<file path="src/rtl/set_region_pkg.sv">
// Shared types and defaults for the region counter.
// Optional build macro used by the top: SET_REGION_PIPE_EN.
package set_region_pkg;

  typedef enum logic [1:0] {
    IDLE  = 2'd0,
    SCAN  = 2'd1,
    FLUSH = 2'd2,
    DONE  = 2'd3
  } state_t;

  localparam int unsigned NUM_CIRCLES_DEF = 3;
  localparam int unsigned GRID_W_DEF      = 8;
  localparam int unsigned COORD_W_DEF     = 4;
  localparam int unsigned R_W_DEF         = 4;

  // Counter must hold GRID_W^2 itself (every point a hit).
  function automatic int unsigned cnt_width(input int unsigned grid_w);
    return $clog2(grid_w * grid_w + 1);
  endfunction

endpackage

</file>
<file path="src/rtl/set_region_member.sv">
// Combinational circle membership test with exact squared distances.
module set_region_member #(
  parameter int unsigned COORD_W = 4,
  parameter int unsigned R_W     = 4,
  parameter int unsigned XY_W    = 4
) (
  input  logic [XY_W-1:0]    x_i,
  input  logic [XY_W-1:0]    y_i,
  input  logic [COORD_W-1:0] cx_i,
  input  logic [COORD_W-1:0] cy_i,
  input  logic [R_W-1:0]     r_i,
  output logic               in_circle_o
);

  localparam int unsigned DW  = ((XY_W > COORD_W) ? XY_W : COORD_W) + 1;
  localparam int unsigned SW  = 2 * DW + 1;
  localparam int unsigned RW2 = 2 * R_W;
  localparam int unsigned CW  = (SW > RW2) ? SW : RW2;

  logic [DW-1:0] xe, ye, cxe, cye, dx, dy;
  logic [CW-1:0] dx2, dy2, dsum, r2;

  always_comb begin
    xe  = DW'(x_i);
    ye  = DW'(y_i);
    cxe = DW'(cx_i);
    cye = DW'(cy_i);
    dx  = (xe >= cxe) ? (xe - cxe) : (cxe - xe);
    dy  = (ye >= cye) ? (ye - cye) : (cye - ye);
    dx2 = CW'(dx) * CW'(dx);
    dy2 = CW'(dy) * CW'(dy);
    dsum = dx2 + dy2;
    r2  = CW'(r_i) * CW'(r_i);
    in_circle_o = (dsum <= r2);
  end

endmodule

</file>
<file path="src/rtl/set_region_counter.sv">
// Scans a GRID_W x GRID_W lattice and counts points selected by a truth table over
// circle membership. Define SET_REGION_PIPE_EN to register the hit bit before acc.
module set_region_counter
  import set_region_pkg::*;
#(
  parameter int unsigned NUM_CIRCLES = NUM_CIRCLES_DEF,
  parameter int unsigned GRID_W      = GRID_W_DEF,
  parameter int unsigned COORD_W     = COORD_W_DEF,
  parameter int unsigned R_W         = R_W_DEF,
  parameter int unsigned CNT_W       = cnt_width(GRID_W)
) (
  input  logic                             clk,
  input  logic                             rst,
  input  logic                             en,
  input  logic [NUM_CIRCLES*2*COORD_W-1:0] central,
  input  logic [NUM_CIRCLES*R_W-1:0]       radius,
  input  logic [2**NUM_CIRCLES-1:0]        func,
  output logic                             busy,
  output logic                             valid,
  output logic [CNT_W-1:0]                 candidate
);

  localparam int unsigned XY_W = $clog2(GRID_W + 1);
  localparam logic [XY_W-1:0] XMAX = XY_W'(GRID_W);
  localparam logic [XY_W-1:0] XONE = XY_W'(1);

  state_t                           state_q, state_d;
  logic [XY_W-1:0]                  x_q, x_d, y_q, y_d;
  logic [CNT_W-1:0]                 acc_q, acc_d, cand_q, cand_d;
  logic [NUM_CIRCLES*2*COORD_W-1:0] central_q, central_d;
  logic [NUM_CIRCLES*R_W-1:0]       radius_q, radius_d;
  logic [2**NUM_CIRCLES-1:0]        func_q, func_d;
  logic [NUM_CIRCLES-1:0]           in_vec;
  logic                             hit;
  logic [CNT_W-1:0]                 addend;

  for (genvar i = 0; i < NUM_CIRCLES; i++) begin : g_circle
    localparam int unsigned CO = (NUM_CIRCLES - 1 - i) * 2 * COORD_W;
    localparam int unsigned RO = (NUM_CIRCLES - 1 - i) * R_W;
    set_region_member #(
      .COORD_W(COORD_W),
      .R_W    (R_W),
      .XY_W   (XY_W)
    ) u_member (
      .x_i        (x_q),
      .y_i        (y_q),
      .cx_i       (central_q[CO+COORD_W +: COORD_W]),
      .cy_i       (central_q[CO +: COORD_W]),
      .r_i        (radius_q[RO +: R_W]),
      .in_circle_o(in_vec[i])
    );
  end

  assign hit = func_q[in_vec];

`ifdef SET_REGION_PIPE_EN
  logic hit_q, hit_d;
  // hit_q lags the scan by one point; it is zero on the first SCAN cycle.
  assign hit_d  = (state_q == SCAN) ? hit : 1'b0;
  assign addend = CNT_W'(hit_q);

  always_ff @(posedge clk or posedge rst) begin
    if (rst) hit_q <= 1'b0;
    else     hit_q <= hit_d;
  end
`else
  assign addend = CNT_W'(hit);
`endif

  always_comb begin
    state_d   = state_q;
    x_d       = x_q;
    y_d       = y_q;
    acc_d     = acc_q;
    cand_d    = cand_q;
    central_d = central_q;
    radius_d  = radius_q;
    func_d    = func_q;
    case (state_q)
      IDLE: begin
        if (en) begin
          state_d   = SCAN;
          central_d = central;
          radius_d  = radius;
          func_d    = func;
          acc_d     = '0;
          x_d       = XONE;
          y_d       = XONE;
        end
      end
      SCAN: begin
        acc_d = acc_q + addend;
        if (x_q == XMAX) begin
          x_d = XONE;
          if (y_q == XMAX) begin
            y_d = XONE;
`ifdef SET_REGION_PIPE_EN
            state_d = FLUSH;
`else
            state_d = DONE;
            cand_d  = acc_q + addend;
`endif
          end else begin
            y_d = y_q + 1'b1;
          end
        end else begin
          x_d = x_q + 1'b1;
        end
      end
      FLUSH: begin
`ifdef SET_REGION_PIPE_EN
        cand_d  = acc_q + addend;
        state_d = DONE;
`else
        state_d = IDLE;
`endif
      end
      DONE:    state_d = IDLE;
      default: state_d = IDLE;
    endcase
  end

  always_ff @(posedge clk or posedge rst) begin
    if (rst) begin
      state_q   <= IDLE;
      x_q       <= XONE;
      y_q       <= XONE;
      acc_q     <= '0;
      cand_q    <= '0;
      central_q <= '0;
      radius_q  <= '0;
      func_q    <= '0;
    end else begin
      state_q   <= state_d;
      x_q       <= x_d;
      y_q       <= y_d;
      acc_q     <= acc_d;
      cand_q    <= cand_d;
      central_q <= central_d;
      radius_q  <= radius_d;
      func_q    <= func_d;
    end
  end

  assign busy      = (state_q != IDLE);
  assign valid     = (state_q == DONE);
  assign candidate = cand_q;

endmodule
</file>
<file path="config.mk">
export PLATFORM = sky130hd
export DESIGN_NAME = set_region_counter
export DESIGN_NICKNAME = d
export VERILOG_FILES = /design/src/rtl/set_region_pkg.sv /design/src/rtl/set_region_member.sv /design/src/rtl/set_region_counter.sv
export SDC_FILE = /design/constraint.sdc
export NUM_CORES = 1
export LEC_CHECK = 0
export ABC_AREA = 1
export CAP_MARGIN = 20
export CORE_MARGIN = 2
export CORE_UTILIZATION = 57
export DETAILED_ROUTE_END_ITERATION = 8
export HOLD_SLACK_MARGIN = 0.05
export PLACE_DENSITY = 0.76
export SYNTH_ARGS = -nofsm -noshare
export SYNTH_HDL_FRONTEND = slang
export SYNTH_HIERARCHICAL = 1
export SYNTH_SLANG_ARGS = --single-unit
</file>
<file path="constraint.sdc">
create_clock -name clk -period 10.3 [get_ports clk]
set_input_delay 2.06 -clock clk [delete_from_list [all_inputs] [get_ports clk]]
set_output_delay 2.06 -clock clk [all_outputs]
set_load 0.1 [all_outputs]
</file>
### After elaboration in Yosys (flattened, before gate mapping)

Index checks and enable logic that the tools add are counted.

| operators by class | value |
|---|---|
| equality and inequality tests | 8 |
| muxes and demuxes | 20 |
| $lt $le $gt $ge | 10 |
| $mul | 9 |
| reductions and logical operators | 9 |
| add/subtract/negate cells | 18 |

Operator list:

| cell | count |
|---|---|
| $mul 5x5->10 | 6 |
| $sub 4x4->5 | 12 |
| $add 10x10->11 | 3 |
| $le 11x8->1 | 3 |
| $mux 5 | 6 |
| $ge 4x4->1 | 6 |
| $mul 4x4->8 | 3 |
| $mux 4 | 4 |
| $pmux 4 s2 | 2 |
| $pmux 7 s2 | 1 |
| $reduce_and 3->1 | 3 |
| $add 4x1->4 const B | 2 |
| $eq 4x4->1 const B | 2 |
| $add 7x1->7 | 1 |
| $mux 7 | 1 |
| $mux 2 | 3 |
| $ne 2x2->1 const B | 3 |
| $pmux 2 s3 | 1 |
| $eq 2x2->1 const B | 2 |
| $lt 3x4->1 const B | 1 |
| $reduce_and 2->1 | 2 |
| $reduce_bool 2->1 | 2 |
| $bmux 1 s3 | 1 |
| $eq 2x1->1 const B | 1 |
| 3 further kinds | 3 |

| word-level totals | value |
|---|---|
| bits in registers | 68 |
| input bits | 47 |
| output and inout bits | 9 |

### Longest topological paths before layout

| depth | value |
|---|---|
| depth after elaboration | 9 |
| mapped depth | 49 |
| depth with buffers taken out | 48 |

### Cells and area by module

Netlist, hierarchy kept.

Modules (own cells, without submodules):

| module | area each (um^2) | times used | cells an instance |
|---|---|---|---|
| set_region_counter | 2934.1 | 1 | 344 |
| set_region_member (g_circle[0].u_member) | 2503.7 | 1 | 360 |
| set_region_member (g_circle[1].u_member) | 2492.4 | 1 | 359 |
| set_region_member (g_circle[2].u_member) | 2487.4 | 1 | 357 |

### Worst setup path before layout

Ideal clock, no wire load.

| path | value |
|---|---|
| kind | reg-to-reg |
| from | reg y_q[0] |
| to | reg cand_q[4] (netlist: candidate[4]) |
| path slack | 3.023 ns |
| period minus slack after synthesis | 7.277 ns |
| data arrival time | 7.209 ns |
| data required time | 10.232 ns |
| stages on the path, launching flop included | 42 |
| library setup time | 0.068 ns |
| cells stage by stage | dfstp_2 -> ha_1 -> inv_1 -> fa_1 -> a21o_1 -> a21oi_1 -> o21ai_2 -> nor2_1 -> inv_1 -> fa_1 -> fa_1 -> fa_1 -> inv_1 -> fa_1 -> fa_1 -> ha_1 -> a21oi_1 -> nand2_1 -> [6 not listed] -> nand2_1 -> nand2_1 -> nand2_1 -> nand2_1 -> nand2_1 -> nor2_1 -> or2_2 -> o211ai_1 -> nand2_1 -> nand2_1 -> nand2_1 -> ha_1 -> ha_1 -> nand2_1 -> nor2_1 -> xor2_1 -> nand2_1 -> nand2_1 |

| on the way | value |
|---|---|
| cells in the longest elaborated chain, start to end | 8 |
| elaborated cells on any way between the ends | 26 |
| those cells by class | 10 x add/sub; 3 x mul; 6 x order compare; 1 x eq/ne; 5 x mux; 1 x reduce/logical |

RTL lines:

| element | line | RTL |
|---|---|---|
| start, declared | set_region_counter.sv:28 | `logic [XY_W-1:0] x_q, x_d, y_q, y_d;` |
| start signal, assigned | set_region_counter.sv:136 | `y_q <= y_d;` |
| $sub 4x4->5 or $ge 4x4->1 (tied branches) | set_region_member.sv:29 | `dy = (ye >= cye) ? (ye - cye) : (cye - ye);` |
| $mux 5 (*) | set_region_member.sv:29 |  |
| $mul 5x5->10 (*) | set_region_member.sv:31 | `dy2 = CW'(dy) * CW'(dy);` |
| $add 10x10->11 (*) | set_region_member.sv:32 | `dsum = dx2 + dy2;` |
| $le 11x8->1 (*) | set_region_member.sv:34 | `in_circle_o = (dsum <= r2);` |
| named net in_vec[0] | set_region_counter.sv:33 | `logic [NUM_CIRCLES-1:0] in_vec;` |
| $bmux 1 s3 (*) | set_region_counter.sv:54 | `assign hit = func_q[in_vec];` |
| $mux 1 (not written as such) (*) | set_region_counter.sv:54 |  |
| $add 7x1->7 (*) | set_region_counter.sv:101 | `cand_d = acc_q + addend;` |
| end signal, assigned | set_region_counter.sv:138 | `cand_q <= cand_d;` |
| end, declared | set_region_counter.sv:29 | `logic [CNT_W-1:0] acc_q, acc_d, cand_q, cand_d;` |

Mark *: on every way through the listed nets, which the timed path passes. The rest lies on a longest branch. The select of a mux whose other input is x is not followed.
A chain may end at the register's enable or synchronous reset.

### Worst setup path after layout

| path | value |
|---|---|
| from | reg y_q[0] |
| to | reg acc_q[4] |

| on the way | value |
|---|---|
| cells in the longest elaborated chain, start to end | 9 |
| elaborated cells on any way between the ends | 25 |
| those cells by class | 10 x add/sub; 3 x mul; 6 x order compare; 6 x mux |

RTL lines:

| element | line | RTL |
|---|---|---|
| $sub 4x4->5 or $ge 4x4->1 (tied branches) | set_region_member.sv:29 |  |
| $mux 5 (*) | set_region_member.sv:29 |  |
| $mul 5x5->10 (*) | set_region_member.sv:31 |  |
| $add 10x10->11 (*) | set_region_member.sv:32 |  |
| $le 11x8->1 (*) | set_region_member.sv:34 |  |
| named net in_vec[0] | set_region_counter.sv:33 |  |
| $bmux 1 s3 (*) | set_region_counter.sv:54 |  |
| $mux 1 (not written as such) (*) | set_region_counter.sv:54 |  |
| $add 7x1->7 (*) | set_region_counter.sv:92 | `acc_d = acc_q + addend;` |
| $pmux 7 s2 (*) | set_region_counter.sv:79 | `case (state_q)` |
| end signal, assigned | set_region_counter.sv:128 | `acc_q <= '0;` |
| end signal, assigned | set_region_counter.sv:137 | `acc_q <= acc_d;` |
| end, declared | set_region_counter.sv:29 |  |

Marks and branches as above.

==> flow_summary.json <==
{
  "area_delta_synth_final_pct": 9.39,
  "syn-mean-instance-area_um2": 7.34,
  "post_cts_buffers": 0,
  "hold_buffers": 0,
  "outcome": "completed",
  "cpPeakStageDelay_ns": 0.66,
  "crit_slowest_cell": "dfstp_2",
  "max_freq_mhz": 123,
  "insertion_delay_ns": 0.35,
  "drc": 0,
  "grtUsageTotal": 0.228,
  "dr.pass1.iters": 5,
  "clk_root_buffer_cell": "clkbuf_16",
  "ioPinCount": 56,
  "rsz0062_at_grt": "false",
  "fin_tns_setup_ns": 0,
  "viasPerCell": 4.99,
  "worst-path-max-fanout": 11,
  "drtAntennaViolNets": 0,
  "end_kind": "register",
  "cts_tree": "done",
  "crit_top_cell": "nand2_1",
  "slew_violations": 0,
  "yosys_register_bits": 68,
  "cap_viol_max_count": 0,
  "ff2ff_setup_slack_ns": 2.14,
  "nFillCells": 1584,
  "synth_nets": 1713,
  "final_cell_area_mm2": 0.0114,
  "cp.arrival_ns": 8.44,
  "ys_warn_count": 6,
  "setup_ws_ns": 2.14,
  "drive_above_1_share": 0.0714,
  "num_antenna_cells": 0,
  "wl_mm": 21.0,
  "core_area_mm2": 0.0180,
  "worstMarginPinSlew_ns": 0.986,
  "synth.area.top_cells": "ha_1 21%, dfrtp_1 16%, nand2_1 16%, fa_1 14%, inv_1 11%",
  "reg2regPathDepth": 41,
  "r2r_end": "acc_q[4]",
  "grt_pass1_vias": 8392,
  "grt_pass1_wl_mm": 36.9,
  "cts_resized": 0,
  "die_h_um": 139,
  "synth_top_area_cell": "ha_1",
  "fp.dieW_um": 139,
  "wl_per_cell_um": 12.3,
  "drt_iter0_markers": 413,
  "cts_buffers": 9,
  "port_buffers": 55,
  "num_vias": 8484,
  "critPathLaunchType": "register",
  "dp_slack_ns": 2.17,
  "grt_max_degree": 69,
  "critPathRequiredTime_ns": 10.58,
  "synth_area_mm2": 0.0104,
  "clk_pin_slew_worst_paths_ns": 0.07,
  "finalHoldViolCount": 0,
  "synth_top_area_frac": 0.205,
  "synthDistinctLibCells": 38,
  "dp_hpwl_mm": 17.0,
  "r2r_start": "y_q[0]",
  "die_area_mm2": 0.0194,
  "num_rows": 49,
  "endpoint": "acc_q[4]",
  "h-tree-depth": 3,
  "synth-seq-area-share": 0.164,
  "clock-skew-final_ns": 0.0139,
  "hp-class": "register to register",
  "antenna_found_initial": 0,
  "clock-sinks": 68,
  "start_util": 0.580,
  "crit_start": "y_q[0]",
  "fin_crit_ns": 8.16,
  "finalSetupViolCount": 0,
  "finalCritPeriodShare": 0.792,
  "overflow": 0,
  "place_area_mm2": 0.0111,
  "syn-instance-count": 1420,
  "nets": 1759,
  "critical_path_class": "register to register",
  "gp_congestion": 0.865,
  "slew_headroom": 0.341,
  "clockBufferDepth": 2
}
-- layer usage --
layer | vias to the layer above | wire [µm] | track usage | part of all wire
li1 | 4375 | - | - | -
met1 | 3963 | 9800 | 0.303 | 0.47
met2 | 126 | 10200 | 0.403 | 0.49
met3 | 20 | 698 | 0.0311 | 0.033
met4 | 0 | 213 | 0.0436 | 0.010
met5 | - | 0 | 0 | 0
-- critical path, delay by kind of cell (launching register included) --
| family | cells | cell delay (ns) |
|---|---|---|
| adder cells (fa/ha/maj) | 11 | 4.06 |
| flip-flops | 1 | 0.66 |
| AND/OR/NAND/NOR | 17 | 1.85 |
| buffers and inverters | 5 | 0.31 |
| AO/OA/AOI/OAI | 6 | 0.84 |
| XOR/XNOR | 2 | 0.34 |
-- synthesized netlist by cell type (all sizes together) --
| library cell | instances |
|---|---|
| nand2 | 465 |
| inv | 321 |
| ha | 171 |
| nor2 | 92 |
| fa | 75 |
| dfrtp | 66 |
| nand3 | 50 |
| o21ai | 39 |
| a21oi | 37 |
| xor2 | 28 |
| buf | 20 |
| nand4 | 13 |
| xnor2 | 13 |
| nand3b | 6 |
| o21bai | 6 |
| o211ai | 4 |
| a21o | 3 |
| a31o | 3 |
| a31oi | 3 |
| dfstp | 2 |
| clkbuf | 1 |
| clkinv | 1 |
| or2 | 1 |
-- layout by cell type, fill, tap and decap left out, drive strengths merged --
master / count
nand2: 465
inv: 325
ha: 171
nor2: 92
fa: 75
dfrtp: 66
clkdlybuf4s50: 55
nand3: 50
o21ai: 39
a21oi: 37
xor2: 28
xnor2: 13
nand4: 13
clkbuf: 9
o21bai: 6
nand3b: 6
o211ai: 4
a21o: 3
a31oi: 3
a31o: 3
clkinvlp: 2
dfstp: 2
or2: 1
bufinv: 1
clkinv: 1
buf: 1
-- layout make-up --
type	instances	area [µm²]	area share
repair buffers	56	558	0.0490
clock buffers	9	225	0.0198
flip-flops and latches	68	1700	0.150
well taps	229	287	0.0251
multi-input cells	1009	7320	0.643
inverters	322	1220	0.107
clock inverters	7	82.6	0.00725
-- cells by family (layout without fill, tap and decap cells) --
group	after synthesis	count (layout)	share of synthesized area
xor gates and xnor gates	41	41	0.0345
DFF	68	68	0.164
and+or+nand+nor	627	627	0.260
adders and majority gates	246	246	0.350
AOI/OAI and AO/OA	95	95	0.0589
buffers and inverters	343	394	0.134
-- stage by stage --
step                      hold WS, ns  cells   util
after global placement          0.464   1684  0.617
after CTS                       0.500   1700  0.634
after floorplan                 0.441   1420      -
after global routing            0.533   1700  0.634
final                           0.493   1700  0.634
after detailed placement        0.472   1684  0.617
-- state kept, by name, summed over array words and instances, names as in the netlist --
signal,cells
radius_q,12
y_q,4
state_q,2
x_q,4
candidate,7
central_q,24
acc_q,7
func_q,8
-- worst min path at each step --
stage            startpoint            to  cells past startpoint  slack (ns)
4_1_cts        candidate[5]  candidate[5]                      2        0.50
2_1_floorplan     func_q[6]     func_q[6]                      2        0.44
3_3_place_gp      func_q[0]     func_q[0]                      2        0.46
3_5_place_dp      func_q[0]     func_q[0]                      2        0.47
6_report       candidate[5]  candidate[5]                      2        0.49
5_1_grt        candidate[2]  candidate[2]                      2        0.53
Power is left out: the tool's default activity adds up to more than one toggle a clock period on the data nets, which glitch-free logic cannot reach.
